$ cat src/rtl/pipeline_hazard_ctrl_pkg.sv
// Shared types and constants for the RV32 pipeline hazard sequencer.
// Holds register-number width, sequencer states, forwarding selects and the hazard match helper.
package pipeline_hazard_ctrl_pkg;

    localparam int unsigned REG_NUM_SIZE = 5;

    typedef logic [REG_NUM_SIZE-1:0] reg_num_t;

    typedef enum logic [1:0] {
        HZ_RUN      = 2'b00,
        HZ_MEM_WAIT = 2'b01,
        HZ_DRAIN    = 2'b10,
        HZ_HALT     = 2'b11
    } hz_state_t;

    typedef enum logic [1:0] {
        FWD_RF  = 2'b00,
        FWD_WB  = 2'b01,
        FWD_MEM = 2'b10
    } fwd_sel_t;

    // x0 is hardwired zero, so it never creates a dependency.
    function automatic logic reg_match(input reg_num_t rd, input reg_num_t rs);
        return (rd != '0) && (rd == rs);
    endfunction

endpackage

$ cat src/rtl/pipeline_hazard_ctrl_forward_sel.sv
// EX operand bypass select for one source operand.
// MEM result takes priority over WB result; otherwise the register file value is used.
module forward_sel
    import pipeline_hazard_ctrl_pkg::*;
(
    input  logic [REG_NUM_SIZE-1:0] rs_e,
    input  logic [REG_NUM_SIZE-1:0] rd_m,
    input  logic                    we_m,
    input  logic [REG_NUM_SIZE-1:0] rd_w,
    input  logic                    we_w,
    output logic [1:0]              fwd_e
);

    always_comb begin
        fwd_e = FWD_RF;
        if (we_m && reg_match(rd_m, rs_e)) begin
            fwd_e = FWD_MEM;
        end else if (we_w && reg_match(rd_w, rs_e)) begin
            fwd_e = FWD_WB;
        end
    end

endmodule

$ cat src/rtl/pipeline_hazard_ctrl.sv
// Central hazard sequencer for the 5-stage RV32 pipeline: stalls, flushes, forwarding,
// data-memory wait states, EBREAK halt/drain/resume and saturating performance counters.
module pipeline_hazard_ctrl
    import pipeline_hazard_ctrl_pkg::*;
#(
    parameter int unsigned CNT_W        = 16,
    parameter int unsigned DRAIN_CYCLES = 3
) (
    input  logic             clk,
    input  logic             rst,
    input  logic [4:0]       rs1_d,
    input  logic [4:0]       rs2_d,
    input  logic [4:0]       rs1_e,
    input  logic [4:0]       rs2_e,
    input  logic [4:0]       rd_e,
    input  logic             load_e,
    input  logic [4:0]       rd_m,
    input  logic             we_m,
    input  logic [4:0]       rd_w,
    input  logic             we_w,
    input  logic             brn_taken_e,
    input  logic             dmem_req_m,
    input  logic             dmem_ready_m,
    input  logic             halt_d,
    input  logic             resume,
    output logic             stall_f,
    output logic             stall_d,
    output logic             stall_e,
    output logic             stall_m,
    output logic             flush_d,
    output logic             flush_e,
    output logic [1:0]       fwd1_e,
    output logic [1:0]       fwd2_e,
    output logic             halted,
    output logic [CNT_W-1:0] stall_cnt,
    output logic [CNT_W-1:0] flush_cnt
);

    localparam int unsigned DRAIN_W = (DRAIN_CYCLES > 1) ? $clog2(DRAIN_CYCLES) : 1;
    localparam logic [DRAIN_W-1:0] DRAIN_LOAD = DRAIN_W'(DRAIN_CYCLES - 1);

    hz_state_t          state;
    logic [DRAIN_W-1:0] drain_cnt;
    logic [1:0]         fwd1_raw;
    logic [1:0]         fwd2_raw;
    logic               mem_wait;
    logic               load_use;

    assign mem_wait = dmem_req_m && !dmem_ready_m;
    assign load_use = load_e && (reg_match(rd_e, rs1_d) || reg_match(rd_e, rs2_d));

    forward_sel u_fwd1 (
        .rs_e  (rs1_e),
        .rd_m  (rd_m),
        .we_m  (we_m),
        .rd_w  (rd_w),
        .we_w  (we_w),
        .fwd_e (fwd1_raw)
    );

    forward_sel u_fwd2 (
        .rs_e  (rs2_e),
        .rd_m  (rd_m),
        .we_m  (we_m),
        .rd_w  (rd_w),
        .we_w  (we_w),
        .fwd_e (fwd2_raw)
    );

    assign fwd1_e = rst ? fwd1_raw : FWD_RF;
    assign fwd2_e = rst ? fwd2_raw : FWD_RF;
    assign halted = rst && (state == HZ_HALT);

    // Stall/flush controls are combinational and forced quiet while reset is held.
    always_comb begin
        stall_f = 1'b0;
        stall_d = 1'b0;
        stall_e = 1'b0;
        stall_m = 1'b0;
        flush_d = 1'b0;
        flush_e = 1'b0;
        if (rst) begin
            case (state)
                HZ_RUN: begin
                    if (mem_wait) begin
                        {stall_f, stall_d, stall_e, stall_m} = '1;
                    end else if (brn_taken_e) begin
                        flush_d = 1'b1;
                        flush_e = 1'b1;
                    end else if (load_use || halt_d) begin
                        stall_f = 1'b1;
                        stall_d = 1'b1;
                        flush_e = 1'b1;
                    end
                end
                HZ_MEM_WAIT: begin
                    if (!dmem_ready_m) begin
                        {stall_f, stall_d, stall_e, stall_m} = '1;
                    end
                end
                HZ_DRAIN: begin
                    if (mem_wait) begin
                        {stall_f, stall_d, stall_e, stall_m} = '1;
                    end else begin
                        stall_f = 1'b1;
                        stall_d = 1'b1;
                        flush_e = 1'b1;
                    end
                end
                HZ_HALT: begin
                    stall_f = 1'b1;
                    stall_d = 1'b1;
                    flush_e = 1'b1;
                    flush_d = resume;
                end
                default: ;
            endcase
        end
    end

    // A memory wait during DRAIN stays in DRAIN with the counter frozen, so no return state is needed.
    always_ff @(posedge clk or negedge rst) begin
        if (!rst) begin
            state     <= HZ_RUN;
            drain_cnt <= '0;
            stall_cnt <= '0;
            flush_cnt <= '0;
        end else begin
            case (state)
                HZ_RUN: begin
                    if (mem_wait) begin
                        state <= HZ_MEM_WAIT;
                    end else if (!brn_taken_e && !load_use && halt_d) begin
                        state     <= HZ_DRAIN;
                        drain_cnt <= DRAIN_LOAD;
                    end
                end
                HZ_MEM_WAIT: begin
                    if (dmem_ready_m) begin
                        state <= HZ_RUN;
                    end
                end
                HZ_DRAIN: begin
                    if (!mem_wait) begin
                        if (drain_cnt == '0) begin
                            state <= HZ_HALT;
                        end else begin
                            drain_cnt <= drain_cnt - 1'b1;
                        end
                    end
                end
                HZ_HALT: begin
                    if (resume) begin
                        state <= HZ_RUN;
                    end
                end
                default: state <= HZ_RUN;
            endcase

            if (stall_f && (stall_cnt != '1)) begin
                stall_cnt <= stall_cnt + 1'b1;
            end
            if ((flush_d || flush_e) && (flush_cnt != '1)) begin
                flush_cnt <= flush_cnt + 1'b1;
            end
        end
    end

endmodule

$ cat config.mk
export PLATFORM = sky130hd
export DESIGN_NAME = pipeline_hazard_ctrl
export DESIGN_NICKNAME = d
export VERILOG_FILES = /design/src/rtl/pipeline_hazard_ctrl_pkg.sv /design/src/rtl/pipeline_hazard_ctrl_forward_sel.sv /design/src/rtl/pipeline_hazard_ctrl.sv
export SDC_FILE = /design/constraint.sdc
export NUM_CORES = 1
export LEC_CHECK = 0
export CORE_MARGIN = 2
export CORE_UTILIZATION = 46
export CTS_BUF_LIST = sky130_fd_sc_hd__clkbuf_8
export DETAILED_ROUTE_END_ITERATION = 16
export PLACE_DENSITY = 0.92
export REMOVE_ABC_BUFFERS = 1
export SYNTH_ARGS = -nofsm -noshare
export SYNTH_HDL_FRONTEND = slang
export SYNTH_SLANG_ARGS = --single-unit
$ cat constraint.sdc
create_clock -name clk -period 2.36 [get_ports clk]
set_input_delay 0.472 -clock clk [delete_from_list [all_inputs] [get_ports clk]]
set_output_delay 0.472 -clock clk [all_outputs]
set_load 0.05 [all_outputs]
==> reports/summary.txt, run 1 <==
SYNTH
-----------------------------------------------------------------------------------------
EDFF count, synth ..........................................................            0
Proportion of register bits with asynchronous set or reset after synthesis .         100%
Number of distinct standard cells referenced by the synthesized netlist ....           45
Mean instance size in the synthesized netlist ..............................     9.77 um2
Post-synthesis register bit count ..........................................           36
Warning count from the yosys run ...........................................            0
Commonest register cell after synthesis ....................................      dfrtp_1
Number of instances in the synthesized netlist .............................          239
Share of Yosys cell area claimed by the top area cell type .................        38.6%
Main area contributors after synthesis ..................................... dfrtp_1, xnor2_1, xor2_1, ha_1, nand3_1
Sequential fraction of the synthesis area ..................................        38.6%
Netlist area before placement ..............................................  0.00234 mm2
Post-synthesis cell type with the largest combined area ....................      dfrtp_1

PWR
-----------------------------------------------------------------------------------------
VDD IR max .................................................................     0.841 mV
Static leakage power .......................................................      1.77 nW
PwrDens ....................................................................   878 mW/mm2

FLOORPLAN
-----------------------------------------------------------------------------------------
Total Die Area .............................................................  0.00566 mm2
Vertical extent of the die .................................................      75.3 um
Starting density of the core ...............................................        48.5%
Number of ports placed on the die boundary .................................           88
Area of the core region ....................................................  0.00482 mm2
Horizontal die dimension ...................................................      75.3 um
# rows .....................................................................           25

STA
-----------------------------------------------------------------------------------------
Min cycle time layout ......................................................      2360 ps
Final Hold Viols ...........................................................            0
Pin slew with the least headroom to its limit ..............................       536 ps
Hold slack final ...........................................................       499 ps
RSZ-0062 raised after global routing .......................................         true
Part of the cycle the worst path needs .....................................         100%
Peak clock frequency supported by timing ...................................      423 MHz
Setup WS post-layout .......................................................     -4.69 ps
Final total negative setup slack ...........................................     -4.69 ps
Worst setup skew after layout ..............................................      6.66 ps
Final Setup Violations .....................................................            1
Pins over their slew limit .................................................            0
Max-Slew Margin vs Limit ...................................................        64.2%

SETUP PATH
-----------------------------------------------------------------------------------------
Buf+Inv Stages, Crit Path ..................................................            3
R2R Setup Slk ..............................................................        90 ps
Largest incremental delay on the critical path .............................       530 ps
Kind of end point of the critical path .....................................   output pin
Ordered list of cells on the worst path .................................... clkdlybuf4s50_1, xor2_1, nor4_4, nor3_2, buf_4, buf_12
Class of the most critical setup path ......................................    in -> out
Critical path startpoint category ..........................................    input pin
Top Family by Delay on Critical Path ....................................... buffers and inverters
CP Max Fanout ..............................................................            2
Required @ worst endpoint ..................................................      1890 ps
CP arrival .................................................................      1890 ps
Depth of the critical timing path with buffers and inverters included ......            6
R2R depth ..................................................................           10
Slowest-stage cell, CP ..................................................... clkdlybuf4s50_1

ROUTE
-----------------------------------------------------------------------------------------
Final routed wire length divided by cell count .............................      16.7 um
Number of vias in the routed layout ........................................         2359
First DRT Iteration DRCs ...................................................          131
Number of remaining DRC errors .............................................            0
Number of optimization iterations in the first detailed-route pass .........            4
Total length of routed wires ...............................................      7380 um
Number of routed nets with antenna violations ..............................            0
Vias per std cell ..........................................................         5.34

CLOCK NETWORK
-----------------------------------------------------------------------------------------
Clock Sink Count ...........................................................           36
Count of hold-fix buffers inserted at cts ..................................            0
Root Buffer Master .........................................................     clkbuf_8
Number of buffers inserted during clock tree synthesis .....................            5
Clock latency on the worst-skew pair .......................................       280 ps
Largest buffer count on any clock path .....................................            2
Clock transition at the registers of the reported paths ....................        60 ps
CTS H-tree lvls ............................................................            2
CTS tree ...................................................................          yes

MIN PATH
-----------------------------------------------------------------------------------------
Worst min-delay path class .................................................   reg -> reg
Number of instances on the worst hold path .................................            1

FINAL LAYOUT
-----------------------------------------------------------------------------------------
Share of the core filled with cells in the final layout ....................        83.9%
Signed area change from the synthesized netlist to the final layout ........        73.0%
Layout cells sized above 1 .................................................        30.7%
Antenna cells ..............................................................            0
Number of nets in the final layout .........................................          428
Post-route standard cell area excluding fillers ............................  0.00404 mm2

PLACEMENT
-----------------------------------------------------------------------------------------
Number of input and output port buffers inserted ...........................           87
Routability Congestion .....................................................        0.815
Worst slack at placement ...................................................      -370 ps
Area after DPL .............................................................  0.00364 mm2
HPWL after detailed placement ..............................................      5020 um

GRT
-----------------------------------------------------------------------------------------
Grt total ovfl .............................................................            0
All-Layer GR Usage .........................................................        24.7%
Vias in the first global route .............................................         2398
Largest net degree at the start of global routing ..........................           38
Initial antenna violation count ............................................            0
Wire length of the first global-routing pass ...............................     10600 um

STATUS
-----------------------------------------------------------------------------------------
Violated checks ............................................................ setup timing
Status ..................................................................... finished with violations

JOB
-----------------------------------------------------------------------------------------
Count of max-cap constraint violations .....................................            0

-- cells by family after synthesis --
logic type,Yosys count,share of synthesized area (%)
AOI/OAI and AO/OA,20,6.70
muxes,6,2.84
xor gates and xnor gates,57,21.4
buffers and inverters,11,2.52
and+or+nand+nor,101,23.7
DFF,36,38.6
adders and majority gates,8,4.29
-- layer usage --
layer	wire length (um)	track usage, %
met1	2740	26.8
met2	4150	48.7
met3	323	4.82
met4	164	5.65
met5	0	0
-- state kept, by name (all words and copies together), names as in the netlist --
name / cells
drain_cnt: 2
flush_cnt: 16
stall_cnt: 16
state: 2
-- metrics by stage --
step                      power, mW  std cells
after floorplan                1.97        233
after global placement         2.77        426
after detailed placement       2.83        426
after CTS                      3.32        436
after global routing           3.75        442
final                          3.55        442
-- Yosys cell counts (all sizes together) (7+ instances only) --
master and number:
nand3 19, and3 12, nand2 21, ha 8
xnor2 44, xor2 13, nor2 8, dfrtp 36
nand2b 7, nand4 12, nor3 7
-- report_power, final --
group | internal (mW) | switching [mW] | total, mW
logic | 1.01 | 1.24 | 2.26
clock network | 0.196 | 0.193 | 0.389
registers | 0.750 | 0.152 | 0.902
total | 1.96 | 1.59 | 3.55
-- worst reg2reg max path, cell delays in order, from the launching register on --
cell	delay, ps
dfrtp_1	440
inv_2	90
buf_6	140
ha_4	140
nand2b_4	130
a221o_1	300
o21ai_0	140
a21oi_2	110
nor3_2	210
nand3_1	120
mux2_1	330
-- final timing paths --
kind / from / endpoint
max in group asynchronous: rst / flush_cnt[15]
max reg2reg: state[1] / flush_cnt[12]
min reg2reg: flush_cnt[11] / flush_cnt[11]
min in group asynchronous: rst / stall_cnt[11]
max: rs2_e[0] / fwd2_e[0]
min: flush_cnt[11] / flush_cnt[11]
-- cell usage in the layout (no fill, tap or decap), types with 3 or more instances in the layout --
cell type,netlist,final
nand3_1,19,19
nand2_1,21,21
buf_6,1,3
clkdlybuf4s50_1,0,42
dfrtp_1,36,36
o21ai_0,4,3
nand2b_4,0,3
mux2_1,3,3
clkbuf_8,0,5
clkdlybuf4s15_1,0,3
nor3_2,1,6
dlymetal6s2s_1,0,8
xnor2_2,0,4
buf_12,0,9
and2_1,5,3
xor2_1,13,13
ha_1,8,3
buf_4,2,44
inv_1,5,4
nor2_1,8,8
dlygate4sd2_1,0,15
nand4_1,12,12
nand2b_1,6,4
ha_4,0,5
and3_1,9,9
clkbuf_2,0,7
xnor2_1,44,40
-- area by class of cell --
cell class              count  area [um2]
fillers                   271         777
clock inverters             2        8.76
repair buffers            135        1330
flip-flops and latches     36         901
clock buffers               5        68.8
multi-input cells         192        1630
inverters                   5        18.8
well taps                  67        83.8
-- repair_timing --
item                       in CTS  in global routing
buffers inserted                4                  5
pin swaps                      25                 19
setup endpoints to repair      11                 22
gates cloned                    0                  1
gates resized for setup        50                 51
(Power assumes the default switching activity.)
==> run 2: changes to the inputs <==
- CAP_MARGIN: not set -> 20
- PLACE_DENSITY: 0.92 -> 0.88
==> reports/summary.txt, run 2 (same netlist as run 1, synthesis figures left out) <==
ROUTE
----------------------------------------------------------------------------------
Number of remaining DRC errors ......................................            0
First DRT Iteration DRCs ............................................          102
Total length of routed wires ........................................      7090 um
Final routed wire length divided by cell count ......................      16.0 um
Number of vias in the routed layout .................................         2373
Number of routed nets with antenna violations .......................            0
Number of optimization iterations in the first detailed-route pass ..            4
Vias per std cell ...................................................         5.37

CLOCK NETWORK
----------------------------------------------------------------------------------
CTS tree ............................................................          yes
Root Buffer Master ..................................................     clkbuf_8
CTS H-tree lvls .....................................................            2
Number of buffers inserted during clock tree synthesis ..............            5
Clock latency on the worst-skew pair ................................       290 ps
Clock transition at the registers of the reported paths .............        70 ps
Clock Sink Count ....................................................           36
Largest buffer count on any clock path ..............................            2

STA
----------------------------------------------------------------------------------
Worst setup skew after layout .......................................      10.0 ps
Pins over their slew limit ..........................................            0
Pin slew with the least headroom to its limit .......................       517 ps
Final Hold Viols ....................................................            0
Max-Slew Margin vs Limit ............................................        65.4%
Final total negative setup slack ....................................         0 ps
Peak clock frequency supported by timing ............................      431 MHz
Min cycle time layout ...............................................      2320 ps
Hold slack final ....................................................       494 ps
Part of the cycle the worst path needs ..............................        98.3%
Final Setup Violations ..............................................            0

SETUP PATH
----------------------------------------------------------------------------------
CP Max Fanout .......................................................            3
Top Family by Delay on Critical Path ................................ buffers and inverters
Class of the most critical setup path ...............................   reg -> out
Worst R2R Start .....................................................     state[1]
Largest incremental delay on the critical path ......................       400 ps
Ordered list of cells on the worst path ............................. inv_2, buf_6, ha_2, nand2b_4, a221o_1, buf_6, o31ai_4, buf_12
Slowest-stage cell, CP ..............................................      dfrtp_1
Most frequent cell on the critical path .............................        buf_6
R2R depth ...........................................................           11
CP arrival ..........................................................      1850 ps
End of the worst register-to-register path .......................... flush_cnt[14]
Critical path startpoint category ...................................         flop
R2R Setup Slk .......................................................       110 ps
Required @ worst endpoint ...........................................      1890 ps
Kind of end point of the critical path ..............................   output pin
Buf+Inv Stages, Crit Path ...........................................            4

FINAL LAYOUT
----------------------------------------------------------------------------------
Multi-input gate area in the final layout ...........................  0.00157 mm2
Post-route standard cell area excluding fillers .....................  0.00398 mm2
Signed area change from the synthesized netlist to the final layout .        70.2%
Antenna cells .......................................................            0
Layout cells sized above 1 ..........................................        29.1%
Share of the core filled with cells in the final layout .............        82.5%
Number of nets in the final layout ..................................          427
Most frequent cells in the layout ................................... buf_4, xnor2_1, clkdlybuf4s50_1, dfrtp_1, nand2_1
Area occupied by registers ..........................................      901 um2
Most common cell after layout, fill and taps aside ..................        buf_4
Largest registers ranked by flip-flop count ......................... flush_cnt (16), stall_cnt (16)
Filler Cell Count ...................................................          293

MIN PATH
----------------------------------------------------------------------------------
Worst min-delay path class ..........................................   reg -> reg
Number of instances on the worst hold path ..........................            1
Startpoint of the tightest hold check path .......................... flush_cnt[6]
Hold path endpoint .................................................. flush_cnt[6]

FLOORPLAN
----------------------------------------------------------------------------------
Number of ports placed on the die boundary ..........................           88
Area of the core region .............................................  0.00482 mm2
Starting density of the core ........................................        48.5%
Total Die Area ......................................................  0.00566 mm2
Horizontal die dimension ............................................      75.3 um
Vertical extent of the die ..........................................      75.3 um
# rows ..............................................................           25

PWR
----------------------------------------------------------------------------------
VDD IR max ..........................................................     0.761 mV
Static leakage power ................................................      1.72 nW
PwrDens .............................................................   909 mW/mm2

GRT
----------------------------------------------------------------------------------
Grt total ovfl ......................................................            0
Wire length of the first global-routing pass ........................     11000 um
Initial antenna violation count .....................................            0
All-Layer GR Usage ..................................................        25.7%
Vias in the first global route ......................................         2434
Largest net degree at the start of global routing ...................           38

PLACEMENT
----------------------------------------------------------------------------------
Area after DPL ......................................................  0.00366 mm2
Routability Congestion ..............................................        0.833
Number of input and output port buffers inserted ....................           87
HPWL after detailed placement .......................................      4990 um

JOB
----------------------------------------------------------------------------------
Count of max-cap constraint violations ..............................            0

STATUS
----------------------------------------------------------------------------------
Status ..............................................................    completed

-- run 2: cell count changes in the layout (fill, tap and decap cells not counted), sizes merged --
| cell | previous run | this run |
|---|---|---|
| dlymetal6s2s | 8 | 5 |
| dlygate4sd2 | 15 | 18 |
| clkbuf | 14 | 12 |
| bufinv | 0 | 1 |
| clkdlybuf4s50 | 42 | 43 |
-- run 2: layout make-up --
class	instances	area share, %
Multi-Input combinational cell	192	39.5
Timing Repair Buffer	134	32.5
Sequential cell	36	22.7
Tap cell	67	2.11
Clock buffer	5	1.73
Clock inverter	3	0.976
Inverter	5	0.472
-- run 2: how the worst max path moves through the flow --
stage                     depth (start not counted)  slack, ps      from            end
after detailed placement                          7       -360   rd_e[0]        flush_e
final                                             8         40  state[1]        flush_e
after CTS                                         7         -3  rs2_d[2]        flush_e
after global placement                            7       -310   rd_e[0]        stall_f
after global routing                             11        -20  state[1]  flush_cnt[14]
after floorplan                                   5       -660   rd_e[4]        stall_d
-- run 2: power breakdown --
part | leakage (nW) | internal, mW | total [mW] | switching [mW]
clock network | 0.0593 | 0.309 | 0.526 | 0.217
logic | 1.19 | 0.975 | 2.19 | 1.21
registers | 0.472 | 0.750 | 0.899 | 0.150
-- run 2: worst reg2reg max path, cell delays in order, from the launching register on --
cell	delay, ps
dfrtp_1	400
inv_2	80
buf_6	130
ha_2	160
nand2b_4	140
a221o_1	300
o21ai_0	130
a21oi_2	110
nor2b_1	270
buf_4	190
nand4_1	110
xnor2_1	140
-- run 2: routing by layer --
layer | part of all wire (%) | up-vias | GRT usage (%) | wire length, um
met2 | 55 | 95 | 47.2 | 3870
met3 | 5.4 | 21 | 7.63 | 382
met1 | 38 | 1149 | 28.2 | 2700
met5 | 0 | - | 0 | 0
li1 | - | 1108 | - | -
met4 | 2.0 | 0 | 8.97 | 142
-- run 2: what timing repair did --
item                       4_1_cts  5_1_grt
pin swaps                       25       12
setup buffers                    3        3
setup endpoints to repair       11       16
hold buffers                     0        0
gates resized for setup         56       34
hold endpoints to repair         0        0
-- run 2: stage by stage --
| stage | power (mW) | cells | setup WS (ps) |
|---|---|---|---|
| floorplan | 1.97 | 233 | -661 |
| global placement | 2.81 | 429 | -314 |
| detailed placement | 2.86 | 429 | -364 |
| CTS | 3.49 | 439 | -3.12 |
| global route | 3.79 | 442 | -20.5 |
| finish | 3.61 | 442 | 40.8 |
==> run 3: changes to the inputs <==
- CORE_UTILIZATION: 46 -> 47
- PLACE_DENSITY: 0.88 -> 0.87
- SYNTH_HIERARCHICAL: not set -> 1
==> reports/summary.txt, run 3 <==
STA
-----------------------------------------------------------------------------------------
Min cycle time layout ......................................................      2390 ps
Final Setup Violations .....................................................            3
Setup WS post-layout .......................................................     -28.8 ps
Hold slack final ...........................................................       273 ps
Final Hold Viols ...........................................................            0
Peak clock frequency supported by timing ...................................      419 MHz
Worst setup skew after layout ..............................................      6.04 ps
Part of the cycle the worst path needs .....................................         101%
Max-Slew Margin vs Limit ...................................................        47.6%
Pins over their slew limit .................................................            0
RSZ-0062 raised after global routing .......................................         true
Pin slew with the least headroom to its limit ..............................       784 ps

FINAL LAYOUT
-----------------------------------------------------------------------------------------
Layout cells sized above 1 .................................................        27.0%
Antenna cells ..............................................................            0
Post-route standard cell area excluding fillers ............................  0.00407 mm2
Most common cell after layout, fill and taps aside ......................... clkdlybuf4s50_1
Number of nets in the final layout .........................................          431
Signed area change from the synthesized netlist to the final layout ........        58.4%
Filler Cell Count ..........................................................          317
Largest registers ranked by flip-flop count ................................ flush_cnt (16), stall_cnt (16)
Most frequent cells in the layout .......................................... clkdlybuf4s50_1, dfrtp_1, xor2_1, buf_4, xnor2_1
Share of the core filled with cells in the final layout ....................        78.1%

FLOORPLAN
-----------------------------------------------------------------------------------------
# rows .....................................................................           26
Vertical extent of the die .................................................      77.9 um
Horizontal die dimension ...................................................      77.9 um
Starting density of the core ...............................................        49.4%
Total Die Area .............................................................  0.00607 mm2
Area of the core region ....................................................  0.00520 mm2
Number of ports placed on the die boundary .................................           88

GRT
-----------------------------------------------------------------------------------------
All-Layer GR Usage .........................................................        22.8%
Grt total ovfl .............................................................            0
Largest net degree at the start of global routing ..........................           28
Wire length of the first global-routing pass ...............................     11200 um
Vias in the first global route .............................................         2450
Initial antenna violation count ............................................            0

SYNTH
-----------------------------------------------------------------------------------------
Library cell with the highest instance count after synthesis ...............      dfrtp_1
Mean instance size in the synthesized netlist ..............................     9.88 um2
Warning count from the yosys run ...........................................            6
Netlist area before placement ..............................................  0.00257 mm2
Top cell types by occurrence after synthesis ............................... dfrtp_1, xor2_1, xnor2_1
Share of Yosys cell area claimed by the top area cell type .................        35.1%
Sequential fraction of the synthesis area ..................................        35.1%
Proportion of register bits with asynchronous set or reset after synthesis .         100%
Number of distinct standard cells referenced by the synthesized netlist ....           49
Post-synthesis cell type with the largest combined area ....................      dfrtp_1
Main area contributors after synthesis ..................................... dfrtp_1, xor2_1, xnor2_1, ha_1, nand3_1
Post-synthesis register bit count ..........................................           36
Commonest register cell after synthesis ....................................      dfrtp_1
EDFF count, synth ..........................................................            0
Number of instances in the synthesized netlist .............................          260

PWR
-----------------------------------------------------------------------------------------
Static leakage power .......................................................      1.81 nW
VDD IR max .................................................................     0.931 mV
PwrDens ....................................................................   919 mW/mm2

CLOCK NETWORK
-----------------------------------------------------------------------------------------
Number of buffers inserted during clock tree synthesis .....................            5
Clock Sink Count ...........................................................           36
Root Buffer Master .........................................................     clkbuf_8
CTS H-tree lvls ............................................................            2
Clock transition at the registers of the reported paths ....................        70 ps
Clock latency on the worst-skew pair .......................................       290 ps
Largest buffer count on any clock path .....................................            2
CTS tree ...................................................................          yes

SETUP PATH
-----------------------------------------------------------------------------------------
Class of the most critical setup path ......................................    in -> out
Kind of end point of the critical path .....................................   output pin
CP Max Fanout ..............................................................            3
Critical path startpoint category ..........................................    input pin
Required @ worst endpoint ..................................................      1890 ps
CP arrival .................................................................      1920 ps

PLACEMENT
-----------------------------------------------------------------------------------------
Routability Congestion .....................................................        0.838
Area after DPL .............................................................  0.00375 mm2
HPWL after detailed placement ..............................................      5080 um
Number of input and output port buffers inserted ...........................           87

ROUTE
-----------------------------------------------------------------------------------------
Total length of routed wires ...............................................      6940 um
Vias per std cell ..........................................................         5.36
Number of routed nets with antenna violations ..............................            0
Number of vias in the routed layout ........................................         2403
Number of optimization iterations in the first detailed-route pass .........            4
Number of remaining DRC errors .............................................            0
First DRT Iteration DRCs ...................................................           83
Final routed wire length divided by cell count .............................      15.5 um

STATUS
-----------------------------------------------------------------------------------------
Status ..................................................................... finished with violations
Violated checks ............................................................ setup timing

JOB
-----------------------------------------------------------------------------------------
Count of max-cap constraint violations .....................................            0

MIN PATH
-----------------------------------------------------------------------------------------
Worst min-delay path class .................................................  in -> async

run 3: cell types whose count changed after synthesis, moves of 7 or more:
cell and change:
xor2_1 +20, nand4_1 -7, xnor2_1 -21, nor3_1 +9, inv_1 +8
run 3: kinds of logic after synthesis:
group / Yosys count / share of synthesized area (%)
AO/OA/AOI/OAI: 25 / 8.82
XOR/XNOR: 56 / 19.1
adder cells (fa/ha/maj): 9 / 4.38
multiplexers: 6 / 2.63
AND/OR/NAND/NOR: 109 / 26.2
buffers and inverters: 19 / 3.80
flip-flops: 36 / 35.1
run 3: report_power, final:
group          switching [mW]  total (mW)  internal [mW]
clock network           0.236       0.765          0.529
logic                    1.18        2.07          0.892
registers               0.147       0.902          0.755
total                    1.56        3.74           2.18
run 3: cell type report:
| type | instances | area [um2] | share of cell area (%) |
|---|---|---|---|
| multi-input cells | 205 | 1690 | 41.5 |
| flip-flops and latches | 36 | 901 | 22.1 |
| repair buffers | 116 | 1180 | 29.1 |
| inverters | 13 | 48.8 | 1.20 |
| well taps | 70 | 87.6 | 2.15 |
| clock inverters | 3 | 90.1 | 2.21 |
| clock buffers | 5 | 68.8 | 1.69 |
run 3: worst paths after layout:
| path | from | to | slack, ps | cells after the start |
|---|---|---|---|---|
| setup reg to reg | flush_cnt[8] | flush_cnt[1] | 180 | 5 |
| setup / recovery | rd_e[2] | flush_e | -30 | 6 |
| hold reg to reg | stall_cnt[15] | stall_cnt[15] | 500 | 1 |
| min in group clk | stall_cnt[15] | stall_cnt[15] | 500 | 1 |
| hold / removal | rst | flush_cnt[10] | 270 | 2 |
| max in group asynchronous | rst | flush_cnt[12] | 1590 | 3 |
run 3: worst max-delay path, stage by stage:
cell and delay, ps:
clkdlybuf4s15_1 220, or4_4 550, o21ai_4 210, inv_2 50, a41o_1 260, buf_12 150
run 3: stage by stage:
stage | power (mW) | cells | worst slack, ps | setup TNS (ps)
6_report | 3.74 | 448 | -28.8 | -68.5
5_1_grt | 3.91 | 448 | -102 | -463
4_1_cts | 3.69 | 447 | -57.0 | -114
3_5_place_dp | 2.82 | 436 | -333 | -8870
3_3_place_gp | 2.75 | 436 | -295 | -7120
2_1_floorplan | 2.05 | 254 | -2160 | -16540
run 3: routing by layer:
layer / share of wire (%) / vias up / track usage [%] / wire length (um)
li1: - / 1155 / - / -
met1: 44 / 1166 / 28.7 / 3020
met2: 50 / 75 / 40.7 / 3480
met3: 5.6 / 7 / 4.42 / 389
met4: 0.66 / 0 / 4.39 / 46
met5: 0 / - / 0 / 0
run 3: repair_timing:
item                                    4_1_cts  5_1_grt
endpoints found under the setup margin       16       11
pin swaps                                     8        7
gates resized for setup                      42       16
setup buffers                                 2        1
hold buffers                                  1        0
hold endpoints to repair                      1        0
gates cloned                                  0        0
